`src/rtl/mips_fetch_pkg.sv`:
```
// Shared definitions for the instruction fetch unit: control_type codes,
// fetch FSM state codes, the default reset PC and the branch offset helper.
package mips_fetch_pkg;

    typedef logic [1:0] ctrl_type_t;

    localparam logic [31:0] RESET_PC_DEF = 32'h0040_0000;

    localparam ctrl_type_t CT_NEXT   = 2'd0;
    localparam ctrl_type_t CT_BRANCH = 2'd1;
    localparam ctrl_type_t CT_JUMP   = 2'd2;
    localparam ctrl_type_t CT_JR     = 2'd3;

    localparam logic [1:0] ST_FETCH = 2'd0;
    localparam logic [1:0] ST_HOLD  = 2'd1;
    localparam logic [1:0] ST_HALT  = 2'd2;

    // Sign-extended word offset of a conditional branch, in bytes.
    function automatic logic [31:0] branch_offset(input logic [15:0] imm);
        return {{14{imm[15]}}, imm, 2'b00};
    endfunction

endpackage

```
`src/rtl/mips_fetch_if.sv`:
```
// Fetch unit bus: instruction memory handshake plus the decoder-facing
// instruction/PC signals. master = fetch unit, slave = memory/decoder side.
interface mips_fetch_if;
    import mips_fetch_pkg::*;

    logic        imem_req;
    logic [31:0] imem_addr;
    logic        imem_ready;
    logic [31:0] imem_rdata;
    logic [31:0] inst;
    logic [5:0]  opcode;
    logic [5:0]  funct;
    logic        inst_valid;
    logic        inst_ack;
    ctrl_type_t  control_type;
    logic        except;
    logic [31:0] jr_target;
    logic [31:0] pc;
    logic [31:0] pc_plus4;
    logic        halted;
    logic        misaligned;

    modport master (
        output imem_req, imem_addr, inst, opcode, funct, inst_valid,
               pc, pc_plus4, halted, misaligned,
        input  imem_ready, imem_rdata, inst_ack, control_type, except, jr_target
    );

    modport slave (
        input  imem_req, imem_addr, inst, opcode, funct, inst_valid,
               pc, pc_plus4, halted, misaligned,
        output imem_ready, imem_rdata, inst_ack, control_type, except, jr_target
    );

endinterface

```
`src/rtl/mips_fetch_next_pc.sv`:
```
// Combinational next-PC selection from the decoder's control_type, plus
// detection of a jr target that is not word aligned.
module mips_fetch_next_pc
    import mips_fetch_pkg::*;
(
    input  logic [31:0] i_pc,
    input  logic [25:0] i_inst_lo,
    input  ctrl_type_t  i_control_type,
    input  logic [31:0] i_jr_target,
    output logic [31:0] o_pc_plus4,
    output logic [31:0] o_next_pc,
    output logic        o_misaligned
);

    logic [31:0] w_pc_plus4;

    assign w_pc_plus4 = i_pc + 32'd4;
    assign o_pc_plus4 = w_pc_plus4;

    // All arithmetic is modulo 2^32; wrap past the top of memory is silent.
    always_comb begin
        o_next_pc = w_pc_plus4;
        case (i_control_type)
            CT_BRANCH: o_next_pc = w_pc_plus4 + branch_offset(i_inst_lo[15:0]);
            CT_JUMP:   o_next_pc = {w_pc_plus4[31:28], i_inst_lo, 2'b00};
            CT_JR:     o_next_pc = i_jr_target;
            default:   o_next_pc = w_pc_plus4;
        endcase
    end

    assign o_misaligned = (i_control_type == CT_JR) && (i_jr_target[1:0] != 2'b00);

endmodule

```
`src/rtl/mips_fetch.sv`:
```
// Instruction fetch unit: owns the PC, fetches over a req/ready handshake,
// holds the instruction until execute acks, then applies the next PC or halts.
module mips_fetch
    import mips_fetch_pkg::*;
#(
    parameter logic [31:0] RESET_PC = RESET_PC_DEF
) (
    input  logic          i_clock,
    input  logic          i_reset,
    mips_fetch_if.master  bus
);

    logic [1:0]  r_state;
    logic [31:0] r_pc;
    logic [31:0] r_inst;
    logic        r_inst_valid;
    logic        r_halted;
    logic        r_misaligned;

    logic [31:0] w_next_pc;
    logic [31:0] w_pc_plus4;
    logic        w_jr_misaligned;

    mips_fetch_next_pc u_next_pc (
        .i_pc           (r_pc),
        .i_inst_lo      (r_inst[25:0]),
        .i_control_type (bus.control_type),
        .i_jr_target    (bus.jr_target),
        .o_pc_plus4     (w_pc_plus4),
        .o_next_pc      (w_next_pc),
        .o_misaligned   (w_jr_misaligned)
    );

    always_ff @(posedge i_clock or posedge i_reset) begin
        if (i_reset) begin
            r_state      <= ST_FETCH;
            r_pc         <= RESET_PC;
            r_inst       <= 32'h0;
            r_inst_valid <= 1'b0;
            r_halted     <= 1'b0;
            r_misaligned <= 1'b0;
        end else begin
            case (r_state)
                ST_FETCH: begin
                    if (bus.imem_ready) begin
                        r_inst       <= bus.imem_rdata;
                        r_inst_valid <= 1'b1;
                        r_state      <= ST_HOLD;
                    end
                end
                ST_HOLD: begin
                    // except outranks any control_type presented in the same ack.
                    if (bus.inst_ack) begin
                        r_inst_valid <= 1'b0;
                        if (bus.except) begin
                            r_halted <= 1'b1;
                            r_state  <= ST_HALT;
                        end else if (w_jr_misaligned) begin
                            r_halted     <= 1'b1;
                            r_misaligned <= 1'b1;
                            r_state      <= ST_HALT;
                        end else begin
                            r_pc    <= w_next_pc;
                            r_state <= ST_FETCH;
                        end
                    end
                end
                default: r_state <= ST_HALT;
            endcase
        end
    end

    assign bus.imem_req   = (r_state == ST_FETCH);
    assign bus.imem_addr  = r_pc;
    assign bus.inst       = r_inst;
    assign bus.opcode     = r_inst[31:26];
    assign bus.funct      = r_inst[5:0];
    assign bus.inst_valid = r_inst_valid;
    assign bus.pc         = r_pc;
    assign bus.pc_plus4   = w_pc_plus4;
    assign bus.halted     = r_halted;
    assign bus.misaligned = r_misaligned;

endmodule

```
`src/flat_wrapper.sv`:
```
// flat-port wrapper written by rule: the top's interface ports become plain ports
module mips_fetch_flat import mips_fetch_pkg::*;
#(
    parameter logic [31:0] RESET_PC = RESET_PC_DEF
)
  (i_clock, i_reset, bus_imem_req, bus_imem_addr, bus_inst, bus_opcode, bus_funct, bus_inst_valid, bus_pc, bus_pc_plus4, bus_halted, bus_misaligned, bus_imem_ready, bus_imem_rdata, bus_inst_ack, bus_control_type, bus_except, bus_jr_target);
  mips_fetch_if bus_i ();
  input  logic i_clock;
  input  logic i_reset;
  output wire logic [$bits(bus_i.imem_req)-1:0] bus_imem_req;
  output wire logic [$bits(bus_i.imem_addr)-1:0] bus_imem_addr;
  output wire logic [$bits(bus_i.inst)-1:0] bus_inst;
  output wire logic [$bits(bus_i.opcode)-1:0] bus_opcode;
  output wire logic [$bits(bus_i.funct)-1:0] bus_funct;
  output wire logic [$bits(bus_i.inst_valid)-1:0] bus_inst_valid;
  output wire logic [$bits(bus_i.pc)-1:0] bus_pc;
  output wire logic [$bits(bus_i.pc_plus4)-1:0] bus_pc_plus4;
  output wire logic [$bits(bus_i.halted)-1:0] bus_halted;
  output wire logic [$bits(bus_i.misaligned)-1:0] bus_misaligned;
  input wire logic [$bits(bus_i.imem_ready)-1:0] bus_imem_ready;
  input wire logic [$bits(bus_i.imem_rdata)-1:0] bus_imem_rdata;
  input wire logic [$bits(bus_i.inst_ack)-1:0] bus_inst_ack;
  input wire logic [$bits(bus_i.control_type)-1:0] bus_control_type;
  input wire logic [$bits(bus_i.except)-1:0] bus_except;
  input wire logic [$bits(bus_i.jr_target)-1:0] bus_jr_target;
  assign bus_imem_req = bus_i.imem_req;
  assign bus_imem_addr = bus_i.imem_addr;
  assign bus_inst = bus_i.inst;
  assign bus_opcode = bus_i.opcode;
  assign bus_funct = bus_i.funct;
  assign bus_inst_valid = bus_i.inst_valid;
  assign bus_pc = bus_i.pc;
  assign bus_pc_plus4 = bus_i.pc_plus4;
  assign bus_halted = bus_i.halted;
  assign bus_misaligned = bus_i.misaligned;
  assign bus_i.imem_ready = bus_imem_ready;
  assign bus_i.imem_rdata = bus_imem_rdata;
  assign bus_i.inst_ack = bus_inst_ack;
  assign bus_i.control_type = bus_control_type;
  assign bus_i.except = bus_except;
  assign bus_i.jr_target = bus_jr_target;
  mips_fetch #(.RESET_PC(RESET_PC)) u_core (.i_clock(i_clock), .i_reset(i_reset), .bus(bus_i));
endmodule
```
`config.mk`:
```
export PLATFORM = sky130hd
export DESIGN_NAME = mips_fetch_flat
export DESIGN_NICKNAME = d
export VERILOG_FILES = /design/src/rtl/mips_fetch_pkg.sv /design/src/rtl/mips_fetch_if.sv /design/src/rtl/mips_fetch_next_pc.sv /design/src/rtl/mips_fetch.sv /design/src/flat_wrapper.sv
export SDC_FILE = /design/constraint.sdc
export NUM_CORES = 1
export LEC_CHECK = 0
export CAP_MARGIN = 0
export CELL_PAD_IN_SITES_DETAIL_PLACEMENT = 0
export CELL_PAD_IN_SITES_GLOBAL_PLACEMENT = 1
export CORE_UTILIZATION = 36
export CTS_CLUSTER_SIZE = 14
export DETAILED_ROUTE_END_ITERATION = 7
export PLACE_DENSITY = 0.92
export SYNTH_ARGS = -nofsm -noshare
export SYNTH_HDL_FRONTEND = slang
export SYNTH_SLANG_ARGS = --single-unit
export TNS_END_PERCENT = 10
```
`constraint.sdc`:
```
create_clock -name i_clock -period 5.76 [get_ports i_clock]
set_clock_uncertainty 0.15 [all_clocks]
set_input_delay 1.152 -clock i_clock [delete_from_list [all_inputs] [get_ports i_clock]]
set_output_delay 1.152 -clock i_clock [all_outputs]
set_load 0.02 [all_outputs]
```
# ---- Word-level counts from Yosys, hierarchy flattened
# Cells that the tools add are included.
dict set report classes {
  eq_ne 6
  n_mux 11
  n_bitwise 2
  addsub 2
  reduce_logical 11
}
# operator count
set ops {}
lappend ops {{$pmux W32 S3} 1}
lappend ops {{$add A32 B3 Y32 const B} 1}
lappend ops {{$add A32 B32 Y32} 1}
lappend ops {{$mux W2} 4}
lappend ops {{$reduce_and A4 Y1} 2}
lappend ops {{$reduce_and A3 Y1} 2}
lappend ops {{$reduce_bool A2 Y1} 3}
lappend ops {{$eq A2 B1 Y1 const B} 2}
lappend ops {{$eq A2 B2 Y1 const B} 2}
lappend ops {{$mux W1} 4}
lappend ops {{$pmux W2 S2} 1}
lappend ops {{$reduce_and A2 Y1} 2}
lappend ops {{$logic_not A2 Y1} 1}
lappend ops {{$ne A2 B1 Y1 const B} 1}
lappend ops {{$ne A2 B2 Y1 const B} 1}
lappend ops {{$not A1 Y1} 2}
lappend ops {{$pmux W1 S2} 1}
lappend ops {{$logic_and A1 B1 Y1} 1}
dict set report totals {
  wordCells 38
  output_inout_bits 144
  inputBits 71
  regBits 69
}

# ---- Depth between registers and ports, before layout
# Gate-level depths: netlist of the first run.
dict set report depth {
  depth_word 6
  ltp_mapped 16
}

# ---- Modules after synthesis
# Synthesis of the first run repeated with hierarchy kept, for this count alone.
dict set report hier_totals {
  hier_cells 552
  hier_area_um2 5969.5
}
# mod area_per_inst_um2 cells_per_inst n_inst seq_area_each_um2
set by_module_without_submodules {}
lappend by_module_without_submodules {mips_fetch 3072.9 202 1 1727.9}
lappend by_module_without_submodules {mips_fetch_next_pc 2896.5 350 1 0.0}

# ---- Worst setup path after synthesis of the first run
# Ideal clock, no wire load.
dict set report synth_path {
  path_kind {reg-to-reg}
  startpoint {reg u_core.r_pc[9] (netlist: u_core.bus.imem_addr[9])}
  endpoint {reg u_core.r_pc[24] (netlist: u_core.bus.imem_addr[24])}
  arrival_ns 3.770
  path_buffers 1
  setup_time_ns 0.073
  slack_ns 1.767
  path_stages_with_launch 15
  path_cell_list {dfrtp_1 -> buf_2 -> nand4_1 -> nor4_4 -> nand3_1 -> xnor2_1 -> ha_1 -> a21oi_1 -> o21ai_1 -> or4_1 -> or3_1 -> o21ai_2 -> o21ai_2 -> mux2_4 -> a21oi_2}
}
dict set report synth_between {
  elab_chain_cells 3
}
# item line
set synth_rtl {}
lappend synth_rtl {{from (decl)} mips_fetch.sv:14} ;# logic [31:0] r_pc;
lappend synth_rtl {{from (signal assigned)} mips_fetch.sv:63} ;# r_pc <= w_next_pc;
lappend synth_rtl {{$add A32 B3 Y32} mips_fetch_next_pc.sv:17} ;# assign w_pc_plus4 = i_pc + 32'd4;
lappend synth_rtl {{net bus_pc_plus4[19]} flat_wrapper.sv:17} ;# output wire logic [$bits(bus_i.pc_plus4)-1:0] bus_pc_plus4;
lappend synth_rtl {{$add A32 B32 Y32} mips_fetch_next_pc.sv:24} ;# CT_BRANCH: o_next_pc = w_pc_plus4 + branch_offset(i_inst_lo[15:0]);
lappend synth_rtl {{$pmux W32 S3} mips_fetch_next_pc.sv:23} ;# case (i_control_type)
# The timed path passes the listed nets, and every way through them passes these cells.
# A chain may end at the register's enable or synchronous reset.

# ---- Final worst setup path of the first run
dict set report layout_path {
  startpoint {reg u_core.r_pc[2] (netlist: u_core.bus.imem_addr[2])}
  endpoint {out bus_pc_plus4[24]}
}
dict set report layout_between {
  elab_chain_cells 1
}
# item line
set layout_rtl {}
lappend layout_rtl {{$add A32 B3 Y32} mips_fetch_next_pc.sv:17}
lappend layout_rtl {{to (decl)} flat_wrapper.sv:17}
# No other way between the ends.

==> results.py, run 1 <==
metrics = {
    "status": {
        "status": "completed",
    },
    "synthesis": {
        "postSynthCellCount": 697,
        "synth-main-ff-cell": "dfrtp_1",
        "synth_area_leaders": "dfrtp_1 28%, ha_1 7.0%, mux2_2 6.1%, buf_4 5.7%, xnor2_1 4.8%",
        "asyncSetResetFlopFracSynth_pct": 100,
        "seq_area_frac_synth_pct": 28.5,
        "synth_cell_types": 70,
        "synth-warning-count": 0,
        "synth_enable_flop_cells": 0,
        "netlist.top_cell.by_area": "dfrtp_1",
        "mapped_cell_area_um2": 6060,
        "syn_avg_cell_area_um2": 8.70,
        "mappedNetlistNets": 803,
        "synth_seq_cells": 69,
        "yosys.area.top_type_share_pct": 28.1,
    },
    "final_layout": {
        "final_cell_mix": "213 x clkdlybuf4s50_1, 72 x nand2_1, 68 x dfrtp_1",
        "post-route-cell-area_um2": 8380,
        "final.fill_count": 1617,
        "layout-area-overhead-vs-synth_pct": 38.2,
        "share_of_final_layout_standard_cells_stronger_than_drive_strength_1_pct": 10.4,
        "layout.area.seq_um2": 1730,
        "multi_input_comb_area_um2": 3800,
        "utilization_pct": 50.7,
        "diodes": 0,
        "fin_nets": 958,
        "layout_commonest_cell": "clkdlybuf4s50_1",
    },
    "route": {
        "drtAntennaViolNets": 0,
        "first_iter_violations": 354,
        "post_drt_wl_per_cell_um": 18.8,
        "residual_drc": 0,
        "final_wl_um": 20300,
        "dr_total_vias": 5939,
        "avgViaCountPerCell": 5.51,
        "number_of_detailed_routing_iterations_run_before_antenna_repair": 5,
    },
    "timing": {
        "grt_setup_unrepaired": "no",
        "timing.final.max_slew_violations": 0,
        "tightestPinTransition_ns": 0.963,
        "fin_setup_tns_ns": 0,
        "maxClockFrequency_mhz": 221,
        "post-route-min-period_ns": 4.53,
        "final_min_period_over_clock_period_pct": 78.7,
        "final_hold_vio_count": 0,
        "final_report_setup_violation_count": 0,
        "max_slew_margin_pct": 35.5,
    },
    "placement": {
        "io_buffer_count": 214,
        "hpwlAfterDp_um": 15100,
        "dpl-instance-area_um2": 8070,
        "finalWeightedCongestion": 0.941,
    },
    "floorplan": {
        "num_io_pins": 215,
        "fp-row-count": 47,
        "floorplan_die_area_um2": 17400,
        "floorplan.initialDensity_pct": 36.7,
        "die_x_extent_um": 132,
        "die_y_um": 132,
        "core_area_um2": 16500,
    },
    "cts": {
        "post_cts.repair.setup_buffers": 0,
        "cts.sink_count": 69,
        "cts.clk_slew.worst_paths_ns": 0.06,
        "hold_buffers": 0,
        "ctsResizeCount": 0,
        "clk_latency_ns": 0.35,
        "cts_buffers": 9,
        "clock-root-buffer": "clkbuf_16",
        "htreeDepth": 3,
        "cts_max_path_buffers": 2,
        "cts_tree": "built",
    },
    "worst_setup_path": {
        "cp_data_arrival_time_ns": 3.23,
        "slowest_delay_ns": 0.62,
        "r2r_cells": 15,
        "category_of_the_worst_setup_path_launch_point": "flop",
        "worst_ep_required_time_ns": 4.46,
        "slowest_stage": "clkdlybuf4s50_1",
        "worstReg2RegEnd": "u_core.bus.imem_addr[31]$_DFFE_PP0P_",
        "worst-r2r-setup-slack_ns": 1.60,
        "timing.critical_path.cells": "ha_1, nand3_1, nor2_2, and4_1, nand3_2, or3_1, nand2_1, clkdlybuf4s50_1",
        "cp-endpoint": "bus_pc_plus4[24]",
        "cp-end-kind": "primary output",
        "critical_path_peak_fanout": 7,
        "criticalPathCategory": "flop to primary output",
        "critical_path.reg2reg.startpoint": "u_core.bus.imem_addr[2]$_DFFE_PP0P_",
        "cp-startpoint": "u_core.bus.imem_addr[2]$_DFFE_PP0P_",
    },
    "power_and_ir_drop": {
        "power.switching_fraction_pct": 27.3,
        "power_frac_clock_pct": 44.5,
        "cell_internal_pwr_uw": 963,
        "power.total_uw": 1320,
        "sequential_share_of_power_pct": 38.6,
        "leakage_dissipation_uw": 0.00345,
        "switchingPower_uw": 361,
        "comb_power_share_pct": 16.8,
        "max-vdd-ir-drop_mv": 0.181,
        "p_per_area_nw_per_um2": 158,
    },
    "worst_hold_path": {
        "min-delay-path-class": "flop to flop",
        "hold_path_depth": 2,
    },
    "global_routing": {
        "grt_pass1_wl_um": 32000,
        "first_global_vias": 5690,
        "maximum_number_of_pins_on_one_net_before_global_route_repair": 41,
        "global_route.usage.total_pct": 23.6,
        "initial_antenna_violation_count": 0,
        "grt_remaining_overflow": 0,
    },
    "job": {
        "timing.max_cap.violations": 0,
    },
}
-- stage by stage --
step,instances,setup WS (ns),hold WS [ns]
after floorplan,697,1.77,0.313
after global placement,1061,1.71,0.308
after detailed placement,1061,1.65,0.315
after CTS,1077,1.24,0.330
after global routing,1077,1.11,0.360
final,1077,1.23,0.329
-- power by group through the flow --
stage                     clock network [µW]  logic [µW]  registers, µW
after detailed placement                   0         223            521
after CTS                                604         224            512
after floorplan                            0         107            531
final                                    590         223            512
after global routing                     620         240            514
after global placement                     0         221            521
-- critical path, delay by kind of cell (launching register included) --
family	cells	cell delay [ns]
and+or+nand+nor	6	1.59
buffers and inverters	1	0.62
DFF	1	0.44
adders and majority gates	1	0.23
-- synth_stat cells (3+ instances only) --
library cell / n
o31a_1: 3
and3_1: 11
buf_1: 4
and2_1: 3
o21ai_1: 10
nor2b_1: 6
nand3_2: 3
mux2i_1: 11
o21a_1: 6
o211ai_1: 7
xor2_1: 12
nor2_1: 38
clkbuf_1: 23
nand3_1: 27
nor3_1: 8
nand4_1: 11
buf_2: 4
a221oi_1: 3
nand2b_1: 5
inv_1: 20
a31oi_1: 12
and4_1: 7
mux2_2: 33
o31ai_1: 4
o21ai_0: 42
o22ai_1: 6
a21oi_1: 54
xnor2_1: 33
mux4_2: 10
or3_1: 4
nand2_1: 72
buf_4: 46
dfrtp_1: 68
o22a_1: 3
ha_1: 34
o21bai_1: 3
a21o_1: 7
or2_2: 4
-- state kept, by name (all words and copies together), names as in the netlist --
signal	cells
u_core.bus.inst_valid	1
u_core.bus.imem_addr	32
u_core.bus.misaligned	1
u_core.r_state	2
u_core.bus.halted	1
u_core.bus.inst	32
-- how the worst min path moves through the flow --
stage	startpoint	end	slack, ns
after floorplan	u_core.r_state[1]$_DFFE_PP0P_	u_core.r_state[0]$_DFFE_PP0P_	0.31
after global placement	u_core.bus.halted$_DFFE_PP0P_	u_core.bus.halted$_DFFE_PP0P_	0.31
after detailed placement	u_core.bus.misaligned$_DFFE_PP0P_	u_core.bus.misaligned$_DFFE_PP0P_	0.32
after CTS	u_core.bus.misaligned$_DFFE_PP0P_	u_core.bus.misaligned$_DFFE_PP0P_	0.33
after global routing	u_core.bus.halted$_DFFE_PP0P_	u_core.bus.halted$_DFFE_PP0P_	0.36
final	u_core.bus.misaligned$_DFFE_PP0P_	u_core.bus.misaligned$_DFFE_PP0P_	0.33
-- layer usage --
metal | wire [µm] | vias up | global-route usage (%)
li1 | - | 2825 | -
met1 | 9230 | 2825 | 32.2
met2 | 9210 | 263 | 37.2
met3 | 1520 | 26 | 5.00
met4 | 335 | 0 | 6.98
met5 | 0 | - | 0
-- logic make-up (layout without fill, tap and decap cells) --
family / count (synthesis) / after routing / synth area share (%)
AND/OR/NAND/NOR: 208 / 208 / 17.2
adder cells (fa/ha/maj): 35 / 35 / 7.35
buffers and inverters: 97 / 257 / 8.94
multiplexers: 55 / 55 / 11.9
flip-flops: 69 / 69 / 28.5
XOR/XNOR: 47 / 47 / 7.04
AO/OA/AOI/OAI: 186 / 186 / 19.1
-- final cells by class --
cell class	instances	area share, %
multi-input cells	531	45.4
repair buffers	221	26.1
flip-flops and latches	69	20.6
well taps	220	3.29
clock buffers	10	2.85
inverters	20	0.911
clock inverters	6	0.822
(Power assumes the default switching activity.)
==> run 2: changes to the inputs <==
--- a/config.mk
+++ b/config.mk
@@ -8,10 +8,10 @@
 export CAP_MARGIN = 0
 export CELL_PAD_IN_SITES_DETAIL_PLACEMENT = 0
 export CELL_PAD_IN_SITES_GLOBAL_PLACEMENT = 1
-export CORE_UTILIZATION = 36
+export CORE_UTILIZATION = 34
 export CTS_CLUSTER_SIZE = 14
 export DETAILED_ROUTE_END_ITERATION = 7
-export PLACE_DENSITY = 0.92
+export PLACE_DENSITY = 0.88
 export SYNTH_ARGS = -nofsm -noshare
 export SYNTH_HDL_FRONTEND = slang
 export SYNTH_SLANG_ARGS = --single-unit
==> constraint.sdc (replaced) <==
create_clock -name i_clock -period 4.2 [get_ports i_clock]
set_clock_uncertainty 0.15 [all_clocks]
set_input_delay 0.84 -clock i_clock [delete_from_list [all_inputs] [get_ports i_clock]]
set_output_delay 0.84 -clock i_clock [all_outputs]
set_load 0.02 [all_outputs]
==> results.py, run 2 (synthesis gave the netlist of run 1 again) <==
metrics = {
    "status": {
        "status": "completed",
    },
    "placement": {
        "placed_cells": 1078,
        "io_buffer_count": 214,
        "dpl-instance-area_um2": 8160,
        "finalWeightedCongestion": 0.977,
        "hpwlAfterDp_um": 15900,
    },
    "global_routing": {
        "gr-usage-met2_pct": 36.7,
        "maximum_number_of_pins_on_one_net_before_global_route_repair": 54,
        "globalRouteMet3Util_pct": 5.65,
        "global_route.usage.total_pct": 22.9,
        "grt_pass1_wl_um": 32000,
        "top_usage_layer": "met2",
        "grt_remaining_overflow": 0,
        "initial_antenna_violation_count": 0,
        "first_global_vias": 5728,
        "global_route_track_usage_on_met1_pct": 30.6,
    },
    "worst_setup_path": {
        "cp_data_arrival_time_ns": 3.06,
        "cp-end-kind": "primary output",
        "category_of_the_worst_setup_path_launch_point": "flop",
        "critical_path_peak_fanout": 6,
        "criticalPathCategory": "flop to primary output",
        "worst_ep_required_time_ns": 3.21,
    },
    "final_layout": {
        "final_cell_mix": "212 x clkdlybuf4s50_1, 72 x nand2_1, 68 x dfrtp_1",
        "fin_nets": 972,
        "multi_input_comb_area_um2": 3830,
        "final.fill_count": 1684,
        "layout_commonest_cell": "clkdlybuf4s50_1",
        "layout-area-overhead-vs-synth_pct": 39.9,
        "share_of_final_layout_standard_cells_stronger_than_drive_strength_1_pct": 12.4,
        "layoutNonFillerInstCount": 1096,
        "diodes": 0,
        "post-route-cell-area_um2": 8480,
        "layout.area.seq_um2": 1730,
    },
    "cts": {
        "cts.sink_count": 69,
        "hold_buffers": 0,
        "cts_buffers": 9,
        "htreeDepth": 3,
        "cts_max_path_buffers": 2,
        "cts_tree": "built",
        "cts.clk_slew.worst_paths_ns": 0.06,
        "clk_latency_ns": 0.35,
        "clock-root-buffer": "clkbuf_16",
    },
    "route": {
        "drtAntennaViolNets": 0,
        "first_iter_violations": 499,
        "dr_total_vias": 6042,
        "post_drt_wl_per_cell_um": 19.2,
        "residual_drc": 0,
        "number_of_detailed_routing_iterations_run_before_antenna_repair": 6,
        "final_wl_um": 21000,
        "avgViaCountPerCell": 5.51,
    },
    "floorplan": {
        "fp-row-count": 48,
        "floorplan_die_area_um2": 18400,
        "core_area_um2": 17400,
        "floorplan.initialDensity_pct": 34.9,
        "die_y_um": 136,
        "die_x_extent_um": 136,
        "num_io_pins": 215,
    },
    "timing": {
        "post-route-min-period_ns": 4.05,
        "timing.final.max_slew_violations": 0,
        "fin_setup_tns_ns": 0,
        "final_min_period_over_clock_period_pct": 96.4,
        "final_report_setup_violation_count": 0,
        "tightestPinTransition_ns": 1.03,
        "final_hold_vio_count": 0,
        "grt_setup_unrepaired": "no",
        "finalHoldWorstSlack_ns": 0.323,
        "max_slew_margin_pct": 31.3,
        "maxClockFrequency_mhz": 247,
    },
    "power_and_ir_drop": {
        "leakage_dissipation_uw": 0.00355,
        "p_per_area_nw_per_um2": 204,
        "max-vdd-ir-drop_mv": 0.221,
    },
    "worst_hold_path": {
        "min-delay-path-class": "flop to flop",
    },
    "job": {
        "timing.max_cap.violations": 0,
    },
}
run 2: final cells by class:
| class | instances | area share [%] |
|---|---|---|
| Clock buffer | 10 | 2.70 |
| Clock inverter | 6 | 0.457 |
| Inverter | 20 | 0.900 |
| Multi-Input combinational cell | 531 | 45.2 |
| Sequential cell | 69 | 20.4 |
| Tap cell | 225 | 3.32 |
| Timing Repair Buffer | 235 | 27.1 |
run 2: power breakdown:
part | leakage [µW] | total (µW) | internal, µW | switching [µW]
clock | 0.000129 | 716 | 399 | 317
sequential | 0.000898 | 702 | 681 | 21.2
combinational | 0.00252 | 310 | 162 | 148
run 2: metrics by stage:
stage	power, µW	worst slack (ns)	util [%]
2_1_floorplan	875	0.207	-
3_3_place_gp	1020	0.219	47.0
3_5_place_dp	1020	0.208	47.0
4_1_cts	1750	0.0514	48.6
5_1_grt	1800	0.0155	48.9
6_report	1730	0.151	48.9
run 2: worst max-delay path, cell delays in order, from the launching register on:
cell and delay, ns:
dfrtp_1 0.52, nand4_1 0.21, nor4_4 0.38, buf_4 0.19, nand3_1 0.18, nor3_2 0.33
xor2_1 0.25, clkdlybuf4s50_1 0.66
run 2: per-layer routing:
metal / share of wire, % / vias up
li1: - / 2847
met3: 8.7 / 22
met2: 45 / 286
met1: 45 / 2887
met4: 1.5 / 0
met5: 0 / -
run 2: what timing repair did:
item | in CTS | in global routing
setup endpoints to repair | 0 | 11
resized for setup | 0 | 8
buffers inserted | 0 | 2
run 2: path summary, 6_finish.rpt:
kind,start,to,slack (ns),cells past startpoint
setup / recovery,u_core.bus.imem_addr[16]$_DFFE_PP0P_,bus_pc_plus4[29],0.15,7
hold / removal,u_core.bus.misaligned$_DFFE_PP0P_,u_core.bus.misaligned$_DFFE_PP0P_,0.32,2
setup reg to reg,u_core.bus.imem_addr[2]$_DFFE_PP0P_,u_core.bus.imem_addr[24]$_DFFE_PP0P_,0.27,15
hold reg to reg,u_core.bus.misaligned$_DFFE_PP0P_,u_core.bus.misaligned$_DFFE_PP0P_,0.32,2
max in group asynchronous,i_reset,u_core.bus.imem_addr[15]$_DFFE_PP0P_,2.29,3
min in group asynchronous,i_reset,u_core.bus.imem_addr[1]$_DFFE_PP0P_,0.87,2
==> run 3: changes to the inputs <==
--- a/config.mk
+++ b/config.mk
@@ -5,13 +5,14 @@
 export SDC_FILE = /design/constraint.sdc
 export NUM_CORES = 1
 export LEC_CHECK = 0
+export ABC_AREA = 1
 export CAP_MARGIN = 0
 export CELL_PAD_IN_SITES_DETAIL_PLACEMENT = 0
 export CELL_PAD_IN_SITES_GLOBAL_PLACEMENT = 1
-export CORE_UTILIZATION = 34
+export CORE_UTILIZATION = 32
 export CTS_CLUSTER_SIZE = 14
 export DETAILED_ROUTE_END_ITERATION = 7
-export PLACE_DENSITY = 0.88
+export PLACE_DENSITY = 0.86
 export SYNTH_ARGS = -nofsm -noshare
 export SYNTH_HDL_FRONTEND = slang
 export SYNTH_SLANG_ARGS = --single-unit
==> results.py, run 3 <==
metrics = {
    "placement": {
        "io_buffer_count": 214,
        "placed_cells": 1378,
        "hpwlAfterDp_um": 18500,
        "finalWeightedCongestion": 0.980,
    },
    "worst_setup_path": {
        "cp-end-kind": "primary output",
        "criticalPathCategory": "flop to primary output",
        "path_buf_inv": 1,
        "cp_data_arrival_time_ns": 2.75,
        "path_delay_family": "simple AND/OR/NAND/NOR gates",
        "worst_ep_required_time_ns": 3.21,
        "timing.critical_path.cells": "nand2_1, nor2_1, nand4_1, nor2_1, nand2_1, xnor2_1, clkdlybuf4s50_1",
        "critical_path_peak_fanout": 7,
        "slowest_delay_ns": 0.70,
        "slowest_stage": "clkdlybuf4s50_1",
        "category_of_the_worst_setup_path_launch_point": "flop",
    },
    "synthesis": {
        "mapped_cell_area_um2": 6440,
        "seq_area_frac_synth_pct": 26.8,
        "yosys-top-cells-count": "304 x nand2_1, 120 x inv_1, 76 x nor2_1",
        "synth-main-ff-cell": "dfrtp_1",
        "cell_with_the_most_instances_after_synthesis": "nand2_1",
        "yosys.area.top_type_share_pct": 26.4,
        "netlist.top_cell.by_area": "dfrtp_1",
        "synth_area_leaders": "dfrtp_1 26%, nand2_1 18%, inv_1 7.0%, ha_1 6.6%, buf_4 5.4%",
        "mappedNetlistNets": 1065,
        "synth_seq_cells": 69,
        "synth-warning-count": 0,
        "asyncSetResetFlopFracSynth_pct": 100,
        "postSynthCellCount": 959,
        "synth_cell_types": 45,
        "synth_enable_flop_cells": 0,
        "syn_avg_cell_area_um2": 6.71,
    },
    "cts": {
        "clk_latency_ns": 0.34,
        "hold_buffers": 0,
        "htreeDepth": 3,
        "cts_tree": "built",
        "cts_max_path_buffers": 2,
        "cts_buffers": 9,
        "clock-root-buffer": "clkbuf_16",
        "cts.sink_count": 69,
        "cts.clk_slew.worst_paths_ns": 0.06,
        "ctsResizeCount": 0,
        "post_cts.repair.setup_buffers": 0,
    },
    "route": {
        "residual_drc": 0,
        "post_drt_wl_per_cell_um": 16.3,
        "drtAntennaViolNets": 0,
        "avgViaCountPerCell": 4.88,
        "dr_total_vias": 6803,
        "first_iter_violations": 542,
        "final_wl_um": 22800,
        "number_of_detailed_routing_iterations_run_before_antenna_repair": 7,
    },
    "job": {
        "timing.max_cap.violations": 0,
    },
    "floorplan": {
        "fp-row-count": 51,
        "core_area_um2": 19600,
        "die_x_extent_um": 144,
        "floorplan_die_area_um2": 20700,
        "floorplan.initialDensity_pct": 32.9,
        "num_io_pins": 215,
        "die_y_um": 144,
    },
    "final_layout": {
        "final_cell_mix": "303 x nand2_1, 214 x clkdlybuf4s50_1, 119 x inv_1",
        "fin_nets": 1230,
        "share_of_final_layout_standard_cells_stronger_than_drive_strength_1_pct": 7.35,
        "layout-area-overhead-vs-synth_pct": 38.2,
        "diodes": 0,
        "layoutNonFillerInstCount": 1394,
        "layout_commonest_cell": "nand2_1",
    },
    "global_routing": {
        "grt_pass1_wl_um": 34900,
        "initial_antenna_violation_count": 0,
        "global_route.usage.total_pct": 22.6,
        "maximum_number_of_pins_on_one_net_before_global_route_repair": 40,
        "grt_remaining_overflow": 0,
        "first_global_vias": 6245,
    },
    "timing": {
        "grt_setup_unrepaired": "no",
        "post-route-min-period_ns": 3.74,
        "maxClockFrequency_mhz": 268,
        "timing.final.max_slew_violations": 0,
        "final_min_period_over_clock_period_pct": 89.0,
        "fin_setup_tns_ns": 0,
        "max_slew_margin_pct": 41.5,
        "finalHoldWorstSlack_ns": 0.333,
        "final_hold_vio_count": 0,
        "tightestPinTransition_ns": 0.874,
        "final_report_setup_violation_count": 0,
    },
    "power_and_ir_drop": {
        "cell_internal_pwr_uw": 3580,
        "max-vdd-ir-drop_mv": 0.488,
        "sequential_share_of_power_pct": 18.9,
        "power.switching_fraction_pct": 51.0,
        "power_frac_clock_pct": 12.1,
        "switchingPower_uw": 3720,
        "leakage_dissipation_uw": 0.00430,
        "comb_power_share_pct": 69.0,
        "p_per_area_nw_per_um2": 821,
    },
    "worst_hold_path": {
        "min-delay-path-class": "flop to flop",
    },
    "status": {
        "status": "completed",
    },
}
## run 3: cell types whose count changed in the layout (fill, tap and decap cells not counted), sizes merged, moves of 10 or more
cell / change
a221oi: +11
and3: -11
mux4: -10
xnor2: -26
nand3: +18
a31oi: -11
buf: -15
inv: +102
nand2: +240
mux2i: -11
nor2: +47
## run 3: worst reg2reg max path, delay by kind of cell, from the launching register on
family                     cells  cell delay (ns)
xor gates and xnor gates       1             0.18
adders and majority gates      2             0.62
buffers and inverters          1             0.15
DFF                            1             0.42
and+or+nand+nor               17             1.95
## run 3: cell type report
class | count | area, µm²
Fill cell | 1998 | 10700
Multi-Input combinational cell | 700 | 3810
Timing Repair Buffer | 221 | 2220
Sequential cell | 69 | 1730
Inverter | 123 | 462
Tap cell | 265 | 332
Clock buffer | 10 | 229
Clock inverter | 6 | 113
## run 3: kinds of logic after synthesis
| group | after synthesis | synth area share [%] |
|---|---|---|
| adder cells (fa/ha/maj) | 35 | 6.92 |
| buffers and inverters | 190 | 14.1 |
| XOR/XNOR | 23 | 3.13 |
| multiplexers | 29 | 5.07 |
| AND/OR/NAND/NOR | 478 | 31.9 |
| flip-flops | 69 | 26.8 |
| AO/OA/AOI/OAI | 135 | 12.1 |
## run 3: path summary, 6_finish.rpt
check	start	to	slack, ns	cells past startpoint
worst max-delay path	u_core.bus.imem_addr[22]$_DFFE_PP1P_	bus_pc_plus4[27]	0.46	7
worst min-delay path	u_core.bus.inst_valid$_DFFE_PP0P_	u_core.bus.inst_valid$_DFFE_PP0P_	0.33	2
worst max register to register	u_core.bus.imem_addr[3]$_DFFE_PP0P_	u_core.bus.imem_addr[27]$_DFFE_PP0P_	0.64	21
worst min register to register	u_core.bus.inst_valid$_DFFE_PP0P_	u_core.bus.inst_valid$_DFFE_PP0P_	0.33	2
max in group asynchronous	i_reset	u_core.bus.inst[17]$_DFFE_PP0P_	2.43	3
min in group asynchronous	i_reset	u_core.r_state[1]$_DFFE_PP0P_	0.79	2
## run 3: power groups by stage
stage / logic, µW / registers (µW) / clock network [µW]
after global routing: 5510 / 1440 / 929
final: 5040 / 1380 / 883
after global placement: 4960 / 1370 / 0
after floorplan: 2920 / 1610 / 0
after CTS: 5000 / 1380 / 901
after detailed placement: 4980 / 1390 / 0
## run 3: layer usage
metal  global-route usage, %  up-vias  share of wire, %
li1                        -     3387                 -
met1                    32.1     3120                47
met2                    34.7      275                44
met3                    4.20       21               7.6
met4                    6.22        0               1.6
met5                       0        -                 0
## run 3: through the flow
stage / setup WS, ns / total power (µW) / util [%] / area, µm²
3_5_place_dp: 0.719 / 6370 / 43.7 / 8550
4_1_cts: 0.487 / 7280 / 45.4 / 8890
6_report: 0.462 / 7300 / 45.4 / 8890
3_3_place_gp: 0.769 / 6330 / 43.7 / 8550
2_1_floorplan: 0.973 / 4530 / - / 6440
5_1_grt: 0.314 / 7870 / 45.4 / 8890
